--- src/rtl/uart_tx_arbiter_pkg.sv ---
// Shared constants for the uart transmit arbiter: FSM encodings, tag prefix and index width helper.
package uart_tx_arbiter_pkg;

  localparam logic [1:0] ST_IDLE      = 2'd0;
  localparam logic [1:0] ST_REQ       = 2'd1;
  localparam logic [1:0] ST_WAIT_DONE = 2'd2;

  localparam logic [7:0] TAG_BASE = 8'hA0;

  typedef logic [7:0] byte_t;

  function automatic int arb_idx_w(input int n);
    return (n <= 2) ? 1 : $clog2(n);
  endfunction

endpackage

--- src/rtl/uart_tx_arbiter_rr_pick.sv ---
// Combinational rotate-priority encoder: first set request at or after rr_ptr, wrapping.
module rr_pick
  import uart_tx_arbiter_pkg::*;
#(
  parameter int NUM_REQ = 4,
  localparam int IDX_W = arb_idx_w(NUM_REQ)
) (
  input  logic [NUM_REQ-1:0] req,
  input  logic [IDX_W-1:0]   rr_ptr,
  output logic               any,
  output logic [IDX_W-1:0]   idx
);

  // Scan from the farthest offset down so the nearest hit to rr_ptr wins.
  always_comb begin
    int pos_i;
    logic [IDX_W-1:0] pos_s;
    pos_i = 0;
    pos_s = {IDX_W{1'b0}};
    any   = 1'b0;
    idx   = {IDX_W{1'b0}};
    for (int k = NUM_REQ - 1; k >= 0; k--) begin
      pos_i = (int'(rr_ptr) + k) % NUM_REQ;
      pos_s = IDX_W'(pos_i);
      any   = any | req[pos_s];
      idx   = req[pos_s] ? pos_s : idx;
    end
  end

endmodule

--- src/rtl/uart_tx_arbiter.sv ---
// Round-robin arbiter sharing one uart transmitter; latches a whole message per grant, sends MS byte first.
// Optional feature macro UART_ARB_TAG_EN: prefix each message with tag byte TAG_BASE | grant index.
module uart_tx_arbiter
  import uart_tx_arbiter_pkg::*;
#(
  parameter int NUM_REQ   = 4,
  parameter int MSG_BYTES = 4,
  localparam int IDX_W = arb_idx_w(NUM_REQ)
) (
  input  logic                           clk,
  input  logic                           reset_n,
  input  logic [NUM_REQ-1:0]             req_valid,
  input  logic [NUM_REQ*MSG_BYTES*8-1:0] req_data,
  output logic [NUM_REQ-1:0]             req_ack,
  output logic [IDX_W-1:0]               grant_idx,
  output logic                           arb_busy,
  output logic [7:0]                     tx_byte,
  output logic                           tx_req,
  input  logic                           tx_busy
);

  localparam int MSG_W = MSG_BYTES * 8;
`ifdef UART_ARB_TAG_EN
  localparam int SH_BYTES = MSG_BYTES + 1;
`else
  localparam int SH_BYTES = MSG_BYTES;
`endif
  localparam int SH_W  = SH_BYTES * 8;
  localparam int CNT_W = $clog2(SH_BYTES + 1);

  logic [1:0]         state_r;
  logic [SH_W-1:0]    shift_r;
  logic [CNT_W-1:0]   byte_cnt_r;
  logic [IDX_W-1:0]   rr_ptr_r;
  logic               idle_seen_r;
  logic [NUM_REQ-1:0] req_ack_r;
  logic [IDX_W-1:0]   grant_idx_r;
  logic               arb_busy_r;
  logic [7:0]         tx_byte_r;
  logic               tx_req_r;

  logic               pick_any_s;
  logic [IDX_W-1:0]   pick_idx_s;
  logic [MSG_W-1:0]   slice_s;
  logic [SH_W-1:0]    load_s;
  logic [SH_W-1:0]    shift_next_s;
  logic [IDX_W-1:0]   next_ptr_s;

  rr_pick #(.NUM_REQ(NUM_REQ)) u_rr_pick (
    .req    (req_valid),
    .rr_ptr (rr_ptr_r),
    .any    (pick_any_s),
    .idx    (pick_idx_s)
  );

  // Select the granted slice and form the shift-register load value.
  always_comb begin
    slice_s = {MSG_W{1'b0}};
    for (int i = 0; i < NUM_REQ; i++) begin
      slice_s = (pick_idx_s == IDX_W'(i)) ? req_data[i*MSG_W +: MSG_W] : slice_s;
    end
`ifdef UART_ARB_TAG_EN
    load_s = {TAG_BASE | 8'(pick_idx_s), slice_s};
`else
    load_s = slice_s;
`endif
    shift_next_s = shift_r << 4'd8;
    if (grant_idx_r == IDX_W'(NUM_REQ - 1)) begin
      next_ptr_s = {IDX_W{1'b0}};
    end else begin
      next_ptr_s = grant_idx_r + IDX_W'(1);
    end
  end

  // Arbitration FSM with byte shifter and uart handshake.
  always_ff @(posedge clk or negedge reset_n) begin
    if (!reset_n) begin
      state_r     <= ST_IDLE;
      shift_r     <= {SH_W{1'b0}};
      byte_cnt_r  <= {CNT_W{1'b0}};
      rr_ptr_r    <= {IDX_W{1'b0}};
      idle_seen_r <= 1'b0;
      req_ack_r   <= {NUM_REQ{1'b0}};
      grant_idx_r <= {IDX_W{1'b0}};
      arb_busy_r  <= 1'b0;
      tx_byte_r   <= 8'h00;
      tx_req_r    <= 1'b0;
    end else begin
      req_ack_r <= {NUM_REQ{1'b0}};
      case (state_r)
        ST_IDLE: begin
          if (pick_any_s) begin
            shift_r     <= load_s;
            byte_cnt_r  <= CNT_W'(SH_BYTES);
            req_ack_r   <= NUM_REQ'(1) << pick_idx_s;
            grant_idx_r <= pick_idx_s;
            arb_busy_r  <= 1'b1;
            tx_byte_r   <= load_s[SH_W-1 -: 8];
            tx_req_r    <= 1'b1;
            idle_seen_r <= 1'b0;
            state_r     <= ST_REQ;
          end else begin
            state_r <= ST_IDLE;
          end
        end
        ST_REQ: begin
          // A busy already present on entry belongs to someone else; wait for it to clear first.
          if (tx_busy && idle_seen_r) begin
            tx_req_r <= 1'b0;
            state_r  <= ST_WAIT_DONE;
          end else begin
            tx_req_r    <= 1'b1;
            idle_seen_r <= idle_seen_r | ~tx_busy;
          end
        end
        ST_WAIT_DONE: begin
          if (!tx_busy) begin
            if (byte_cnt_r > CNT_W'(1)) begin
              shift_r     <= shift_next_s;
              byte_cnt_r  <= byte_cnt_r - CNT_W'(1);
              tx_byte_r   <= shift_next_s[SH_W-1 -: 8];
              tx_req_r    <= 1'b1;
              idle_seen_r <= 1'b0;
              state_r     <= ST_REQ;
            end else begin
              rr_ptr_r   <= next_ptr_s;
              arb_busy_r <= 1'b0;
              state_r    <= ST_IDLE;
            end
          end else begin
            state_r <= ST_WAIT_DONE;
          end
        end
        default: begin
          tx_req_r   <= 1'b0;
          arb_busy_r <= 1'b0;
          state_r    <= ST_IDLE;
        end
      endcase
    end
  end

  assign req_ack   = req_ack_r;
  assign grant_idx = grant_idx_r;
  assign arb_busy  = arb_busy_r;
  assign tx_byte   = tx_byte_r;
  assign tx_req    = tx_req_r;

endmodule
--- config.mk ---
export PLATFORM = sky130hd
export DESIGN_NAME = uart_tx_arbiter
export DESIGN_NICKNAME = d
export VERILOG_FILES = /design/src/rtl/uart_tx_arbiter_pkg.sv /design/src/rtl/uart_tx_arbiter_rr_pick.sv /design/src/rtl/uart_tx_arbiter.sv
export SDC_FILE = /design/constraint.sdc
export NUM_CORES = 1
export LEC_CHECK = 0
export BUFFER_PORTS_ARGS = -buffer_cell sky130_fd_sc_hd__buf_2
export CAP_MARGIN = 20
export CORE_MARGIN = 3
export CORE_UTILIZATION = 50
export DETAILED_ROUTE_END_ITERATION = 10
export PLACE_DENSITY = 0.88
export SYNTH_ARGS = -nofsm -noshare
export SYNTH_HDL_FRONTEND = slang
export SYNTH_SLANG_ARGS = --single-unit
export TNS_END_PERCENT = 30
--- constraint.sdc ---
create_clock -name clk -period 5.56 [get_ports clk]
set_input_delay 0.278 -clock clk [delete_from_list [all_inputs] [get_ports clk]]
set_output_delay 0.278 -clock clk [all_outputs]
set_load 0.01 [all_outputs]
==> impl_metrics.py <==
metrics = {
    "synth": {
        "netlist_area_mm2": 0.00311,
        "yosysWarnings": 0,
        "yosys.area_share.adder_pct": 1.21,
        "synth_edf_count": 0,
        "ys_ff_latch": 48,
        "synth_top_cells_by_area": "dfrtp_1 (39%), o221ai_1 (7.3%), and3_1 (6.2%)",
        "synth_top_family_by_area": "compound AO/OA/AOI/OAI gates",
        "ys_seq_area_share_pct": 38.6,
        "synth-async-reset-ratio_pct": 100,
        "yosys.cell_types.count": 43,
        "synth_compound_area_share_pct": 31.1,
        "ys.flop_type": "dfrtp_1",
        "postSynthNetCount": 503,
        "muxShareOfSynthArea_pct": 2.01,
        "synthCells": 365,
        "yosysTopAreaCell": "dfrtp_1",
        "synth_xor_area_share_pct": 0,
        "yosys.area_share.simple_pct": 21.5,
        "syn_area_per_cell_um2": 8.53,
        "synth_top_area_share_pct": 38.6,
    },
    "worst_setup_path": {
        "slowest_delay_ps": 1050,
        "critPathMaxFanout": 34,
        "crit_required_ps": 5760,
        "arrival_ps": 2860,
        "path_delay_family": "compound AO/OA/AOI/OAI gates",
        "cp_num_cells": 4,
        "end_kind": "flip-flop",
        "crit_chain": "o211a_1 -> o21a_1 -> nand3_1 -> a21o_1",
        "ff2ff_path_depth": 4,
        "startpoint_type": "flip-flop",
        "worstPathBufferInverterCount": 0,
        "critPathKind": "reg2reg",
        "worst_path_max_delay_cell": "dfrtp_1",
    },
    "timing": {
        "rsz0062_at_grt": "false",
        "report.final.slew_viol_count": 0,
        "skew_ps": 8.22,
        "worst_pin_slew_ps": 1060,
        "max_slew_margin_pct": 29.2,
        "max_clock_freq_mhz": 376,
        "period_share_pct": 47.9,
        "setup_violations": 0,
        "finalCriticalPeriod_ps": 2660,
        "hold_violations": 0,
        "setup_tns_ps": 0,
    },
    "die": {
        "fp.dieH_um": 84.9,
        "die_x_um": 84.9,
        "start_util_pct": 52.0,
        "ios": 151,
        "coreArea_mm2": 0.00599,
        "fp-row-count": 28,
        "die-area_mm2": 0.00721,
    },
    "global_route": {
        "grt_pass1_wl_um": 16000,
        "grt_util_all_layers_pct": 27.4,
        "antenna_found_initial": 0,
        "gr-total-overflow": 0,
        "grt_pass1_vias": 3306,
        "grt_start_max_net_pins": 49,
    },
    "place": {
        "placed_cells": 560,
        "place_congestion": 0.830,
        "io_buffers": 150,
        "dpl.hpwl_um": 7380,
    },
    "worst_hold_path": {
        "hp-class": "in2reg",
        "holdPathStages": 3,
    },
    "final_layout": {
        "area_growth_syn_to_layout_pct": 27.2,
        "final_nets": 632,
        "register_area_mm2": 0.00120,
        "antenna-diode-count": 0,
        "multiInputGateArea_mm2": 0.00174,
        "drive_gt1_share_pct": 35.8,
        "finalNonFillerCells": 570,
        "fillers": 495,
    },
    "clock_tree": {
        "htreeDepth": 2,
        "cts_sinks": 48,
        "cts_resized": 0,
        "cts_tree": "yes",
        "clk_pin_slew_worst_paths_ps": 90,
        "insertion_delay_ps": 300,
        "clockBufferDepth": 2,
        "cts_made_buffers": 5,
        "clockRootBuffer": "clkbuf_8",
    },
    "detailed_routing": {
        "routed_wl_um": 10000,
        "wire_per_inst_um": 17.6,
        "first_iter_violations": 284,
        "drtAntennaViolNets": 0,
        "firstDrtPassIters": 5,
        "drcViolationCount": 0,
        "vias": 3502,
        "vias_per_cell": 6.14,
    },
    "power_and_ir_drop": {
        "p_per_area_mw_per_mm2": 461,
        "p_leak_nw": 1.88,
        "peakVddDrop_mv": 0.203,
    },
    "run_status": {
        "status": "finished, final reports clean",
    },
    "flow_run": {
        "drv_cap": 0,
    },
}
[kinds of logic after synthesis]
group                    after synthesis
AO/OA/AOI/OAI                        142
AND/OR/NAND/NOR                      127
flip-flops                            48
buffers and inverters                 39
multiplexers                           6
adder cells (fa/ha/maj)                3
[timing repair]
item	in CTS	in global routing
setup buffers	0	0
endpoints found under the hold margin	0	7
hold buffers	0	1
[metrics by stage]
stage / hold WS, ps / area, um2 / setup WS (ps) / utilization [%] / power [W]
floorplan: -17.6 / 3110 / 3790 / - / 0.00132
detailed placement: 478 / 3840 / 2930 / 64.1 / 0.00161
global placement: 471 / 3840 / 3020 / 64.1 / 0.00156
global route: 296 / 3960 / 2680 / 66.1 / 0.00197
finish: 291 / 3960 / 2900 / 66.1 / 0.00183
CTS: 204 / 3930 / 2940 / 65.6 / 0.00182
[state kept, by name, summed over array words and instances, names as in the netlist]
register and cells:
tx_byte 8, req_ack 4, idle_seen_r 1, state_r 2
tx_req 1, arb_busy 1, byte_cnt_r 3, shift_r 24
grant_idx 2, rr_ptr_r 2
[placed cells by master (no fill, tap or decap), drive strengths merged, types with 6 or more instances in the layout]
| cell | instances |
|---|---|
| a211oi | 7 |
| a21boi | 6 |
| a21oi | 20 |
| a221oi | 6 |
| and3 | 31 |
| buf | 156 |
| clkbuf | 8 |
| dfrtp | 48 |
| nand2 | 19 |
| nand3 | 24 |
| nor2 | 34 |
| nor3b | 7 |
| o21ai | 40 |
| o221ai | 26 |
| o22ai | 20 |
[worst min-delay path, cell delays in order]
cell and delay [ps]:
buf_2 130, inv_1 100, a21oi_1 50
[final timing paths]
| path | start | end | slack, ps |
|---|---|---|---|
| min in group asynchronous | reset_n | req_ack[0] | 350 |
| max in group asynchronous | reset_n | tx_byte[3] | 4740 |
| worst min register to register | shift_r[0] | shift_r[0] | 500 |
| worst max register to register | state_r[1] | byte_cnt_r[2] | 2900 |
| worst max-delay path | state_r[1] | byte_cnt_r[2] | 2900 |
| worst min-delay path | tx_busy | state_r[1] | 290 |
[synth_stat cells, types with 3 or more instances]
library cell,number
inv_1,4
clkbuf_1,16
nand3_1,24
a221oi_1,6
o22ai_1,20
a21boi_1,5
a21oi_1,20
nor3b_1,7
o21ai_1,4
ha_1,3
a21o_1,3
nand2_1,19
o221ai_1,26
and3_1,31
buf_2,18
nor2_1,33
dfrtp_1,48
o21ai_0,35
a32oi_1,4
nor2b_2,3
mux2i_1,4
a211oi_1,6
[routing by layer]
metal	track usage (%)	routed length, um	up-vias
li1	-	-	1654
met1	36.3	3960	1633
met2	46.5	4960	201
met3	5.63	978	14
met4	6.33	112	0
met5	0	0	-
[power breakdown]
part	internal (W)	switching (W)	total [W]	leakage, nW
clock network	0.000102	0.000112	0.000213	0.0455
registers	0.000513	0.000135	0.000648	0.569
logic	0.000399	0.000566	0.000965	1.26
total	0.00101	0.000813	0.00183	1.88
[final cells by class]
class                   count  area share [%]
multi-input cells         278            44.0
flip-flops and latches     48            30.3
repair buffers            157            20.7
well taps                  75            2.37
clock buffers               8            2.27
inverters                   4           0.379
Note: power is estimated with default switching activity, not from simulation.
